--- config.mk ---
export PLATFORM = sky130hd
export DESIGN_NAME = c17_bist_ctrl
export DESIGN_NICKNAME = d
export VERILOG_FILES = /design/src/rtl/c17_bist_pkg.sv /design/src/rtl/c17_bist_misr.sv /design/src/rtl/c17_bist_ctrl.sv
export SDC_FILE = /design/constraint.sdc
export NUM_CORES = 1
export LEC_CHECK = 0
export CAP_MARGIN = 20
export CELL_PAD_IN_SITES_DETAIL_PLACEMENT = 1
export CELL_PAD_IN_SITES_GLOBAL_PLACEMENT = 2
export CORE_ASPECT_RATIO = 0.9
export CORE_UTILIZATION = 25
export DETAILED_ROUTE_END_ITERATION = 16
export MAX_ROUTING_LAYER = met4
export PLACE_DENSITY_LB_ADDON = 0.12
export SETUP_SLACK_MARGIN = 0.2
export SYNTH_ARGS = -nofsm -noshare
export SYNTH_HDL_FRONTEND = slang
export SYNTH_HIERARCHICAL = 1
export SYNTH_SLANG_ARGS = --single-unit
--- constraint.sdc ---
create_clock -name CK -period 4.93 [get_ports CK]
set_input_delay 1.2325 -clock CK [delete_from_list [all_inputs] [get_ports CK]]
set_output_delay 1.2325 -clock CK [all_outputs]
set_load 0.02 [all_outputs]
--- src/rtl/c17_bist_pkg.sv ---
// Shared types, widths and step functions for the c17 BIST controller.
// Optional macro C17_BIST_RSP_PIPE_EN inserts one response register ahead of the MISR.
package c17_bist_pkg;

  typedef enum logic [1:0] {
    S_IDLE = 2'd0,
    S_RUN  = 2'd1,
    S_DONE = 2'd2
  } c17_bist_state_e;

  localparam int LFSR_W = 5;
  localparam int MISR_W = 8;

  // x^5 + x^3 + 1 in Fibonacci form: feedback = s[4] ^ s[2]
  localparam logic [LFSR_W-1:0] LFSR_TAPS = 5'b10100;
  localparam logic [MISR_W-1:0] MISR_POLY = 8'h1D;

`ifdef C17_BIST_RSP_PIPE_EN
  localparam int RSP_STAGES = 1;
`else
  localparam int RSP_STAGES = 0;
`endif

  function automatic logic [LFSR_W-1:0] lfsr_next(input logic [LFSR_W-1:0] s);
    return {s[LFSR_W-2:0], ^(s & LFSR_TAPS)};
  endfunction

  function automatic logic [MISR_W-1:0] misr_next(input logic [MISR_W-1:0] m,
                                                  input logic [1:0]        r);
    return ({m[MISR_W-2:0], 1'b0} ^ (m[MISR_W-1] ? MISR_POLY : {MISR_W{1'b0}}))
           ^ {{(MISR_W-2){1'b0}}, r};
  endfunction

endpackage

--- src/rtl/c17_bist_misr.sv ---
// Signature register with clear/enable; C17_BIST_RSP_PIPE_EN adds a response flop
// whose valid trails the pattern enable by one cycle.
module c17_bist_misr
  import c17_bist_pkg::*;
(
  input  logic              CK,
  input  logic              RN,
  input  logic              i_clr,
  input  logic              i_en,
  input  logic [1:0]        i_rsp,
  output logic [MISR_W-1:0] o_sig,
  output logic [MISR_W-1:0] o_sig_nxt
);

  logic [MISR_W-1:0] r_sig;
  logic [1:0]        w_rsp;
  logic              w_en;

`ifdef C17_BIST_RSP_PIPE_EN
  logic [1:0] r_rsp;
  logic       r_vld;

  always_ff @(posedge CK or negedge RN) begin
    if (!RN) begin
      r_rsp <= '0;
      r_vld <= 1'b0;
    end else begin
      r_rsp <= i_rsp;
      r_vld <= i_en & ~i_clr;
    end
  end

  assign w_rsp = r_rsp;
  assign w_en  = r_vld;
`else
  assign w_rsp = i_rsp;
  assign w_en  = i_en;
`endif

  assign o_sig_nxt = misr_next(r_sig, w_rsp);
  assign o_sig     = r_sig;

  always_ff @(posedge CK or negedge RN) begin
    if (!RN)        r_sig <= '0;
    else if (i_clr) r_sig <= '0;
    else if (w_en)  r_sig <= o_sig_nxt;
  end

endmodule

--- src/rtl/c17_bist_ctrl.sv ---
// BIST controller for the c17 core: LFSR pattern source, MISR compactor, start/busy/done FSM.
// Macro C17_BIST_RSP_PIPE_EN registers rsp_i and adds one drain cycle to RUN.
module c17_bist_ctrl
  import c17_bist_pkg::*;
#(
  parameter logic [7:0]        N_PAT      = 8'd31,
  parameter logic [LFSR_W-1:0] SEED       = 5'h01,
  parameter logic [MISR_W-1:0] GOLDEN_SIG = 8'h00
) (
  input  logic              CK,
  input  logic              RN,
  input  logic              start,
  output logic              busy,
  output logic              done,
  output logic [LFSR_W-1:0] pat_o,
  input  logic [1:0]        rsp_i,
  output logic [MISR_W-1:0] signature,
  output logic              pass
);

  // Last RUN count value; with the response pipe one drain cycle follows the last pattern.
  localparam logic [8:0] LAST_CNT = 9'(N_PAT) - 9'd1 + 9'(RSP_STAGES);

  c17_bist_state_e   r_state, w_state_nxt;
  logic [7:0]        r_cnt;
  logic [LFSR_W-1:0] r_lfsr;
  logic              r_pass;
  logic              w_start, w_last, w_pat_en;
  logic [MISR_W-1:0] w_sig_nxt;

  assign w_start  = (r_state == S_IDLE) && start;
  assign w_last   = (r_state == S_RUN) && ({1'b0, r_cnt} == LAST_CNT);
  assign w_pat_en = (r_state == S_RUN) && ({1'b0, r_cnt} < 9'(N_PAT));

  always_comb begin
    w_state_nxt = r_state;
    case (r_state)
      S_IDLE:  if (start)  w_state_nxt = S_RUN;
      S_RUN:   if (w_last) w_state_nxt = S_DONE;
      S_DONE:  w_state_nxt = S_IDLE;
      default: w_state_nxt = S_IDLE;
    endcase
  end

  always_ff @(posedge CK or negedge RN) begin
    if (!RN) r_state <= S_IDLE;
    else     r_state <= w_state_nxt;
  end

  // pass is taken from the MISR's next value so it is already valid during the done pulse.
  always_ff @(posedge CK or negedge RN) begin
    if (!RN) begin
      r_lfsr <= SEED;
      r_cnt  <= '0;
      r_pass <= 1'b0;
    end else if (w_start) begin
      r_lfsr <= SEED;
      r_cnt  <= '0;
      r_pass <= 1'b0;
    end else if (r_state == S_RUN) begin
      r_lfsr <= lfsr_next(r_lfsr);
      r_cnt  <= r_cnt + 8'd1;
      if (w_last) r_pass <= (w_sig_nxt == GOLDEN_SIG);
    end
  end

  c17_bist_misr u_misr (
    .CK        (CK),
    .RN        (RN),
    .i_clr     (w_start),
    .i_en      (w_pat_en),
    .i_rsp     (rsp_i),
    .o_sig     (signature),
    .o_sig_nxt (w_sig_nxt)
  );

  assign busy  = (r_state == S_RUN);
  assign done  = (r_state == S_DONE);
  assign pat_o = r_lfsr;
  assign pass  = r_pass;

endmodule

After elaboration in Yosys (flattened, before gate mapping)
Cells that the tools add are included.
{ "totals": {"elab_cells": 38, "output_inout_bits": 16, "register_bits": 24, "inputBits": 5} }
{ "op_classes": {"eq_ne": 5, "n_bitwise": 2, "magnitude_cmp": 1, "muxes": 13, "addsub": 1, "reduce_logical": 11} }
{ "op_table": {"columns": ["cell", "n"], "rows": [
  ["$mux W8", 4],
  ["$mux W5", 3],
  ["$add A8 B1 Y8 const B", 1],
  ["$eq A8 B5 Y1 const B", 1],
  ["$logic_not A8 Y1", 1],
  ["$lt A8 B5 Y1 const B", 1],
  ["$xor A8 B2 Y8", 1],
  ["$xor A8 B8 Y8", 1],
  ["$reduce_bool A2 Y1", 3],
  ["$reduce_xor A5 Y1", 1],
  ["$mux W2", 2],
  ["$pmux W2 S2", 1],
  ["$reduce_and A2 Y1", 2],
  ["$logic_and A1 B1 Y1", 3],
  ["$mux W1", 3],
  ["$eq A2 B1 Y1 const B", 1],
  ["$eq A2 B2 Y1 const B", 1],
  ["$logic_not A2 Y1", 1],
  ["$ne A2 B1 Y1 const B", 1],
  ["$ne A2 B2 Y1 const B", 1]
]} }

Longest topological paths before layout
Gate-level depths: netlist (run 1).
{ "depth": {"depth_word": 7, "ltp_mapped": 8} }

Hierarchy
The synthesis (run 1) kept the hierarchy.
{ "by_module_without_submodules": {"columns": ["module", "cells_each", "n_inst", "seq_area_each_um2", "area_per_inst_um2"], "rows": [
  ["c17_bist_ctrl", 74, 1, 401.6, 795.8],
  ["c17_bist_misr", 40, 1, 200.2, 430.4]
]} }

Worst setup path before layout (run 1)
No wires, ideal clock.
{ "synth_path": {"path_kind": "input to register", "startpoint": "input start", "endpoint": "register u_misr.r_sig[5], in the netlist u_misr/o_sig[5]", "t_required_ns": 4.795, "n_path_buf": 2, "path_stages": 5, "arrival_time_ns": 2.127, "slack_ns": 2.668, "cell_sequence": "or3b_1 > buf_2 > inv_1 > clkbuf_1 > nor2_1"} }
{ "synth_between": {"elab_chain_cells": 2, "elab_cells_between_ends": 3, "classes_between": "1 x mux; 2 x reduce/logical"} }
{ "synth_rtl": {"columns": ["item", "line", "rtl"], "rows": [
  ["start: declaration", "c17_bist_ctrl.sv:12", "input logic start,"],
  ["$logic_and A1 B1 Y1 *", "c17_bist_ctrl.sv:31", "assign w_start = (r_state == S_IDLE) && start;"],
  ["named net w_start", "c17_bist_ctrl.sv:28", "logic w_start, w_last, w_pat_en;"],
  ["$mux W8 / $reduce_bool A2 Y1 (equally long branches)", null, null],
  ["end signal: assignment", "c17_bist_misr.sv:46", "else if (w_en) r_sig <= o_sig_nxt;"],
  ["end: declaration", "c17_bist_misr.sv:15", "logic [MISR_W-1:0] r_sig;"]
]} }
Mark *: on every way through the listed nets, which the timed path passes. The rest lies on a longest branch.
A chain may end at the register's enable or synchronous reset.

Worst setup path after layout (run 1)
{ "layout_path": {"startpoint": "register r_state[0]", "endpoint": "output busy"} }
{ "layout_between": {"elab_chain_cells": 1} }
{ "layout_rtl": {"columns": ["item", "line", "rtl"], "rows": [
  ["start: declaration", "c17_bist_ctrl.sv:24", "c17_bist_state_e r_state, w_state_nxt;"],
  ["start signal: assignment", "c17_bist_ctrl.sv:47", "else r_state <= w_state_nxt;"],
  ["$eq A2 B1 Y1", "c17_bist_ctrl.sv:77", "assign busy = (r_state == S_RUN);"],
  ["end: declaration", "c17_bist_ctrl.sv:13", "output logic busy,"]
]} }
No other way between the ends.

==> metrics.txt, run 1 <==
# TYPE chip_impl_metric gauge
chip_impl_metric{name="syn_warnings",unit=""} 6
chip_impl_metric{name="power_per_cell_area",unit="nW/um^2"} 725
chip_impl_metric{name="largest_net_degree_at_the_start_of_global_routing",unit=""} 25
chip_impl_metric{name="flow.area_growth_from_synthesis",unit="%"} 24.7
chip_impl_metric{name="number_of_antenna_violations_at_the_first_check_in_global_routing",unit=""} 0
chip_impl_info{name="hold_path_class",value="flip-flop to flip-flop"} 1
chip_impl_metric{name="final_max_slew_viol_count",unit=""} 0
chip_impl_metric{name="maximum_fanout_count_along_the_critical_path",unit=""} 10
chip_impl_metric{name="die_height",unit="um"} 68.4
chip_impl_metric{name="core_region_area",unit="um^2"} 4580
chip_impl_metric{name="cts_inserted_buffers",unit=""} 3
chip_impl_info{name="critical_path.cell_chain",value="nand2b_1, inv_2, clkdlybuf4s50_1"} 1
chip_impl_info{name="critical_path.startpoint_type",value="flip-flop"} 1
chip_impl_metric{name="drt-vias-per-instance",unit=""} 4.66
chip_impl_metric{name="power.leakage",unit="nW"} 0.632
chip_impl_metric{name="clock_sink_count",unit=""} 24
chip_impl_info{name="cts-root-buf",value="sky130_fd_sc_hd__clkbuf_8"} 1
chip_impl_info{name="synth.top_cells.by_area",value="sky130_fd_sc_hd__dfrtp_1, sky130_fd_sc_hd__a211oi_2, sky130_fd_sc_hd__mux2i_1"} 1
chip_impl_metric{name="worstMarginPinSlew",unit="ps"} 456
chip_impl_metric{name="grt_first_pass_wirelength",unit="mm"} 4.61
chip_impl_metric{name="h-tree-depth",unit=""} 1
chip_impl_metric{name="clock.fmax",unit="GHz"} 0.333
chip_impl_metric{name="synth_cell_types",unit=""} 38
chip_impl_metric{name="fp-row-count",unit=""} 23
chip_impl_metric{name="post_cts_hold_buffer_count",unit=""} 0
chip_impl_metric{name="via_count",unit=""} 904
chip_impl_metric{name="drt_drc_violations_left",unit=""} 0
chip_impl_metric{name="cts_repair_resize_count",unit=""} 0
chip_impl_metric{name="critPathBufInv",unit=""} 2
chip_impl_metric{name="postSynthCellCount",unit=""} 114
chip_impl_metric{name="post-route-period-util",unit="%"} 60.9
chip_impl_metric{name="global_route.usage.total",unit="%"} 12.5
chip_impl_metric{name="count_of_endpoints_failing_hold_in_the_final_timing_report",unit=""} 0
chip_impl_metric{name="seq_area_frac_synth",unit="%"} 49.1
chip_impl_metric{name="synth_seq_cells",unit=""} 24
chip_impl_info{name="crit_family",value="buffers and inverters"} 1
chip_impl_metric{name="wire_per_inst",unit="um"} 14.4
chip_impl_metric{name="dieArea",unit="um^2"} 5190
chip_impl_metric{name="setup-violations-final",unit=""} 0
chip_impl_metric{name="timing.critical_path.arrival",unit="ps"} 1770
chip_impl_metric{name="critPathMaxStageDelay",unit="ps"} 630
chip_impl_metric{name="worst_setup_skew_after_layout",unit="ps"} 7.42
chip_impl_info{name="cp_slowest_cell",value="sky130_fd_sc_hd__clkdlybuf4s50_1"} 1
chip_impl_metric{name="firstDrtPassIters",unit=""} 4
chip_impl_metric{name="cap_violations",unit=""} 0
chip_impl_metric{name="timing.setup.tns",unit="ps"} 0
chip_impl_metric{name="final_antenna_net_count",unit=""} 0
chip_impl_metric{name="gp_congestion",unit=""} 0.706
chip_impl_metric{name="drive_gt1_share",unit="%"} 12.9
chip_impl_metric{name="placement.io_buffers",unit=""} 20
chip_impl_metric{name="peakVddDrop",unit="mV"} 0.316
chip_impl_info{name="setup.worst_path.end_class",value="primary output"} 1
chip_impl_metric{name="finalInstanceArea",unit="um^2"} 1530
chip_impl_metric{name="layout_min_cycle_time",unit="ps"} 3000
chip_impl_info{name="synth_top_cell_by_area",value="sky130_fd_sc_hd__dfrtp_1"} 1
chip_impl_info{name="run_status",value="finished clean"} 1
chip_impl_metric{name="clock_latency_on_the_worst_skew_pair",unit="ps"} 270
chip_impl_metric{name="fin_nets",unit=""} 140
chip_impl_metric{name="clk_pin_slew",unit="ps"} 90
chip_impl_metric{name="post_synth_instance_area",unit="um^2"} 1230
chip_impl_metric{name="via_count_of_the_first_global_routing_pass",unit=""} 879
chip_impl_metric{name="dieWidth",unit="um"} 75.8
chip_impl_metric{name="antennaDiodeCount",unit=""} 0
chip_impl_metric{name="finish.utilization",unit="%"} 33.4
chip_impl_metric{name="timing.slew.headroom",unit="%"} 69.6
chip_impl_metric{name="effective_utilization_at_floorplan",unit="%"} 26.8
chip_impl_info{name="cts_tree",value="done"} 1
chip_impl_metric{name="route.final.wire_length",unit="mm"} 2.79
chip_impl_metric{name="clockBufferDepth",unit=""} 2
chip_impl_metric{name="post_dp_cell_area",unit="um^2"} 1460
chip_impl_metric{name="synth_top_area_share",unit="%"} 46.9
chip_impl_info{name="setup.worst_path.class",value="flip-flop to primary output"} 1
chip_impl_metric{name="post-dp-hpwl",unit="mm"} 1.97
chip_impl_metric{name="dr.first_iter.drc_count",unit=""} 21
chip_impl_metric{name="post_cts_buffers",unit=""} 0
chip_impl_info{name="grt_setup_unrepaired",value="false"} 1
chip_impl_metric{name="boundaryPins",unit=""} 21
chip_impl_metric{name="syn-num-nets",unit=""} 121
chip_impl_metric{name="grt.overflow.total",unit=""} 0
chip_impl_metric{name="syn_area_per_cell",unit="um^2"} 10.8
chip_impl_metric{name="cp.required",unit="ps"} 3700
[worst paths after layout]
check / cells after the start / slack (ps) / end / startpoint
setup / recovery: 3 / 1930 / busy / r_state[0]
max in group asynchronous: 2 / 3310 / pat_o[0] / RN
min in group asynchronous: 2 / 1320 / r_cnt[5] / RN
hold reg to reg: 1 / 500 / r_cnt[7] / r_cnt[7]
hold / removal: 1 / 500 / r_cnt[7] / r_cnt[7]
setup reg to reg: 7 / 3180 / u_misr/o_sig[5] / r_state[0]
[placed cells by master, fill, tap and decap left out, types with 2 or more instances in the layout]
cell type / count
sky130_fd_sc_hd__dfrtp_1: 23
sky130_fd_sc_hd__xnor2_1: 6
sky130_fd_sc_hd__a22o_1: 4
sky130_fd_sc_hd__clkdlybuf4s50_1: 20
sky130_fd_sc_hd__clkbuf_8: 3
sky130_fd_sc_hd__or3b_1: 2
sky130_fd_sc_hd__ha_1: 2
sky130_fd_sc_hd__nor3_1: 2
sky130_fd_sc_hd__nor2_1: 9
sky130_fd_sc_hd__o21ai_0: 3
sky130_fd_sc_hd__mux2i_1: 6
sky130_fd_sc_hd__nand3_1: 4
sky130_fd_sc_hd__inv_1: 8
sky130_fd_sc_hd__a211oi_2: 5
sky130_fd_sc_hd__buf_4: 2
sky130_fd_sc_hd__nand2_1: 10
sky130_fd_sc_hd__nor4_1: 2
[synth_stat cells]
cell and count:
sky130_fd_sc_hd__clkbuf_1 1, sky130_fd_sc_hd__o211ai_1 1, sky130_fd_sc_hd__buf_4 4, sky130_fd_sc_hd__nand4b_1 1, sky130_fd_sc_hd__nor4_1 2, sky130_fd_sc_hd__nand4_1 1
sky130_fd_sc_hd__a22oi_1 1, sky130_fd_sc_hd__o21bai_2 1, sky130_fd_sc_hd__buf_2 1, sky130_fd_sc_hd__o21ai_0 3, sky130_fd_sc_hd__nand3_2 1, sky130_fd_sc_hd__nand2b_1 1
sky130_fd_sc_hd__o211ai_2 1, sky130_fd_sc_hd__and3_1 1, sky130_fd_sc_hd__nand3_1 4, sky130_fd_sc_hd__nor3_1 2, sky130_fd_sc_hd__inv_1 8, sky130_fd_sc_hd__a41oi_1 1
sky130_fd_sc_hd__dfstp_2 1, sky130_fd_sc_hd__buf_6 2, sky130_fd_sc_hd__o311ai_1 1, sky130_fd_sc_hd__dfrtp_1 23, sky130_fd_sc_hd__ha_1 2, sky130_fd_sc_hd__and4_2 1
sky130_fd_sc_hd__nor2b_1 1, sky130_fd_sc_hd__nand2_1 10, sky130_fd_sc_hd__inv_2 1, sky130_fd_sc_hd__nor2_1 9, sky130_fd_sc_hd__nand3b_1 1, sky130_fd_sc_hd__a31oi_1 1
sky130_fd_sc_hd__a22o_1 4, sky130_fd_sc_hd__mux2i_1 6, sky130_fd_sc_hd__o31ai_1 1, sky130_fd_sc_hd__o21ai_1 1, sky130_fd_sc_hd__xnor2_1 6, sky130_fd_sc_hd__a211oi_2 5
sky130_fd_sc_hd__mux2_1 1, sky130_fd_sc_hd__or3b_1 2
[per-layer routing]
layer / share of wire [%] / track usage, % / vias to the layer above
met5: 0 / - / -
met4: 0.50 / 2.78 / 0
li1: - / - / 435
met1: 53 / 19.0 / 453
met2: 43 / 16.3 / 14
met3: 2.8 / 3.09 / 2
[sequential cells by signal, indices dropped and copies added, names as in the netlist]
| register | cells |
|---|---|
| u_misr/o_sig | 8 |
| r_state | 2 |
| pat_o | 5 |
| pass | 1 |
| r_cnt | 8 |
[cell type report]
type	instances	area, um^2
fillers	508	3050
clock inverters	1	30.0
clock buffers	3	41.3
repair buffers	22	215
flip-flops and latches	24	602
inverters	9	33.8
well taps	62	77.6
multi-input cells	73	529
[where the power goes]
part           switching (mW)  internal [mW]
clock                  0.0662          0.109
sequential              0.117          0.293
combinational           0.264          0.260
total                   0.448          0.661
[stage by stage]
step	hold slack [ps]	instances	power (mW)	setup WS, ps
after floorplan	449	114	0.774	2670
final	505	194	1.11	1930
after detailed placement	496	190	0.944	2120
after CTS	511	194	1.13	1910
after global routing	542	194	1.20	1790
after global placement	500	190	0.939	2160
[cell families after synthesis]
| logic type | after synthesis | synth area share, % |
|---|---|---|
| xor gates and xnor gates | 6 | 4.29 |
| and+or+nand+nor | 37 | 15.7 |
| AOI/OAI and AO/OA | 21 | 15.3 |
| buffers and inverters | 17 | 7.75 |
| adders and majority gates | 2 | 2.04 |
| DFF | 24 | 49.1 |
| muxes | 7 | 5.82 |
[worst reg2reg max path, cell delays in order (launching register included)]
cell                       delay, ps
sky130_fd_sc_hd__dfrtp_1         530
sky130_fd_sc_hd__nand2b_1        170
sky130_fd_sc_hd__inv_2           160
sky130_fd_sc_hd__nand2_1          70
sky130_fd_sc_hd__a41oi_1         170
sky130_fd_sc_hd__buf_4           250
sky130_fd_sc_hd__mux2i_1         210
sky130_fd_sc_hd__nor2_1           60
Note: power is estimated with default switching activity, not from simulation.
==> run 2, diff against run 1 <==
clock period = 2.65 ns   (was 4.93 ns; I/O delays follow)
==> run 2 against run 1 <==
Setup slack lost 1600 ps. Worst hold slack better by 13 ps. Cell count increased by 1.0%. Non-clock buffer count rose by 2. Sequential share of layout area hardly changed. Utilization barely moved. Clock skew hardly changed. Via count decreased by 0.55%. Die area stayed put. Critical endpoint unchanged.
==> metrics.txt, run 2 (synthesis results as in run 1) <==
# TYPE chip_impl_metric gauge
chip_impl_metric{name="critical_path_depth",unit=""} 3
chip_impl_metric{name="layout_min_cycle_time",unit="ps"} 2300
chip_impl_info{name="setup.worst_path.class",value="flip-flop to primary output"} 1
chip_impl_metric{name="timing.setup.tns",unit="ps"} 0
chip_impl_metric{name="number_of_antenna_violations_at_the_first_check_in_global_routing",unit=""} 0
chip_impl_metric{name="wire_per_inst",unit="um"} 14.3
chip_impl_metric{name="cts_inserted_buffers",unit=""} 3
chip_impl_metric{name="clockBufferDepth",unit=""} 2
chip_impl_info{name="hold_path_class",value="flip-flop to flip-flop"} 1
chip_impl_metric{name="post-route-period-util",unit="%"} 86.9
chip_impl_metric{name="dieArea",unit="um^2"} 5190
chip_impl_metric{name="grt_first_pass_wirelength",unit="mm"} 4.97
chip_impl_metric{name="cap_violations",unit=""} 0
chip_impl_metric{name="power.leakage",unit="nW"} 0.635
chip_impl_metric{name="flow.area_growth_from_synthesis",unit="%"} 24.6
chip_impl_metric{name="instances_no_fill",unit=""} 196
chip_impl_metric{name="ff_latch_area",unit="um^2"} 602
chip_impl_info{name="critical_path.startpoint_type",value="flip-flop"} 1
chip_impl_metric{name="power_per_cell_area",unit="nW/um^2"} 1310
chip_impl_metric{name="fin_ws",unit="ps"} 348
chip_impl_metric{name="route.final.wire_length",unit="mm"} 2.81
chip_impl_metric{name="worstMarginPinSlew",unit="ps"} 456
chip_impl_metric{name="post_cts_hold_buffer_count",unit=""} 0
chip_impl_metric{name="drt_drc_violations_left",unit=""} 0
chip_impl_metric{name="preCtsSetupSlack",unit="ps"} 406
chip_impl_metric{name="gp_congestion",unit=""} 0.675
chip_impl_metric{name="fp-row-count",unit=""} 23
chip_impl_info{name="most-common-layout-cells",value="sky130_fd_sc_hd__dfrtp_1, sky130_fd_sc_hd__clkdlybuf4s50_1, sky130_fd_sc_hd__nand2_1"} 1
chip_impl_metric{name="dr.first_iter.drc_count",unit=""} 20
chip_impl_metric{name="peakVddDrop",unit="mV"} 0.377
chip_impl_info{name="setup.worst_path.end_class",value="primary output"} 1
chip_impl_metric{name="final_antenna_net_count",unit=""} 0
chip_impl_metric{name="post_cts_buffers",unit=""} 0
chip_impl_info{name="cts-root-buf",value="sky130_fd_sc_hd__clkbuf_8"} 1
chip_impl_metric{name="die_height",unit="um"} 68.4
chip_impl_metric{name="worst-r2r-setup-slack",unit="ps"} 930
chip_impl_metric{name="h-tree-depth",unit=""} 1
chip_impl_metric{name="core_region_area",unit="um^2"} 4580
chip_impl_metric{name="setup-violations-final",unit=""} 0
chip_impl_metric{name="worst_setup_skew_after_layout",unit="ps"} 7.02
chip_impl_metric{name="count_of_endpoints_failing_hold_in_the_final_timing_report",unit=""} 0
chip_impl_metric{name="grt.overflow.total",unit=""} 0
chip_impl_metric{name="holdPathStages",unit=""} 2
chip_impl_metric{name="clk_pin_slew",unit="ps"} 90
chip_impl_metric{name="critPathMaxStageDelay",unit="ps"} 630
chip_impl_metric{name="dieWidth",unit="um"} 75.8
chip_impl_metric{name="via_count",unit=""} 899
chip_impl_metric{name="fillerInstances",unit=""} 518
chip_impl_info{name="run_status",value="finished clean"} 1
chip_impl_metric{name="clock_sink_count",unit=""} 24
chip_impl_metric{name="cts_repair_resize_count",unit=""} 0
chip_impl_metric{name="timing.critical_path.arrival",unit="ps"} 1640
chip_impl_info{name="grt_setup_unrepaired",value="false"} 1
chip_impl_info{name="cts_tree",value="done"} 1
chip_impl_info{name="cp_slowest_cell",value="sky130_fd_sc_hd__clkdlybuf4s50_1"} 1
chip_impl_info{name="layout.cells.most_common",value="sky130_fd_sc_hd__dfrtp_1"} 1
chip_impl_metric{name="maximum_fanout_count_along_the_critical_path",unit=""} 8
chip_impl_metric{name="global_route.usage.total",unit="%"} 13.3
chip_impl_metric{name="largest_net_degree_at_the_start_of_global_routing",unit=""} 25
chip_impl_metric{name="post-layout-total-power",unit="mW"} 2.00
chip_impl_metric{name="firstDrtPassIters",unit=""} 4
chip_impl_metric{name="boundaryPins",unit=""} 21
chip_impl_metric{name="post-dp-hpwl",unit="mm"} 2.00
chip_impl_metric{name="placed_cells",unit=""} 192
chip_impl_metric{name="timing.slew.headroom",unit="%"} 69.6
chip_impl_metric{name="drt-vias-per-instance",unit=""} 4.59
chip_impl_metric{name="cp.required",unit="ps"} 1990
chip_impl_metric{name="placement.io_buffers",unit=""} 20
chip_impl_metric{name="clock_latency_on_the_worst_skew_pair",unit="ps"} 270
chip_impl_metric{name="effective_utilization_at_floorplan",unit="%"} 26.8
chip_impl_info{name="crit_family",value="buffers and inverters"} 1
chip_impl_metric{name="fin_nets",unit=""} 142
chip_impl_metric{name="critPathBufInv",unit=""} 2
chip_impl_metric{name="antennaDiodeCount",unit=""} 0
chip_impl_metric{name="via_count_of_the_first_global_routing_pass",unit=""} 965
chip_impl_metric{name="drive_gt1_share",unit="%"} 14.2
chip_impl_metric{name="combined_area_of_the_multi_input_logic_cells",unit="um^2"} 529
chip_impl_metric{name="final_max_slew_viol_count",unit=""} 0
chip_impl_info{name="critical_path.cell_chain",value="nand2b_1, inv_2, clkdlybuf4s50_1"} 1
chip_impl_metric{name="clock.fmax",unit="GHz"} 0.434
chip_impl_metric{name="r2r.worst_path.cells",unit=""} 6
[run 2: cell count changes in the layout (fill, tap and decap cells not counted)]
cell / delta
sky130_fd_sc_hd__bufinv_16: -1
sky130_fd_sc_hd__clkbuf_8: +1
sky130_fd_sc_hd__buf_4: +2
[run 2: layer usage]
| metal | vias up | global-route usage, % | routed length [um] |
|---|---|---|---|
| li1 | 436 | - | - |
| met1 | 449 | 17.8 | 1420 |
| met2 | 12 | 20.2 | 1310 |
| met3 | 2 | 3.53 | 60 |
| met4 | 0 | 2.78 | 14 |
| met5 | - | - | 0 |
[run 2: final cells by class]
type                    count  area share (%)
clock buffers               4            3.60
inverters                   9            2.21
multi-input cells          73            34.6
flip-flops and latches     24            39.4
well taps                  62            5.08
repair buffers             24            15.1
[run 2: final timing paths]
kind | startpoint | endpoint
setup / recovery | r_state[1] | busy
hold / removal | pat_o[0] | pat_o[0]
setup reg to reg | r_cnt[6] | u_misr/o_sig[6]
hold reg to reg | pat_o[0] | pat_o[0]
max in group asynchronous | RN | pat_o[0]
min in group asynchronous | RN | r_cnt[4]
[run 2: power breakdown]
part	total [mW]	internal (mW)	leakage (nW)	switching, mW
sequential	0.763	0.545	0.281	0.218
clock	0.251	0.133	0.0288	0.118
combinational	0.985	0.487	0.326	0.499
[run 2: worst reg2reg max path: stages, from the launching register on]
cell and delay, ps:
sky130_fd_sc_hd__dfrtp_1 440, sky130_fd_sc_hd__nor3_1 370, sky130_fd_sc_hd__nand2_1 90, sky130_fd_sc_hd__a41oi_1 170
sky130_fd_sc_hd__buf_4 250, sky130_fd_sc_hd__mux2i_1 220, sky130_fd_sc_hd__nor2_1 60
[run 2: stage by stage]
| step | area (um^2) | hold WS (ps) | utilization [%] |
|---|---|---|---|
| 2_1_floorplan | 1230 | 367 | - |
| 3_3_place_gp | 1470 | 486 | 32.2 |
| 3_5_place_dp | 1470 | 504 | 32.2 |
| 4_1_cts | 1530 | 518 | 33.4 |
| 5_1_grt | 1530 | 544 | 33.4 |
| 6_report | 1530 | 518 | 33.4 |
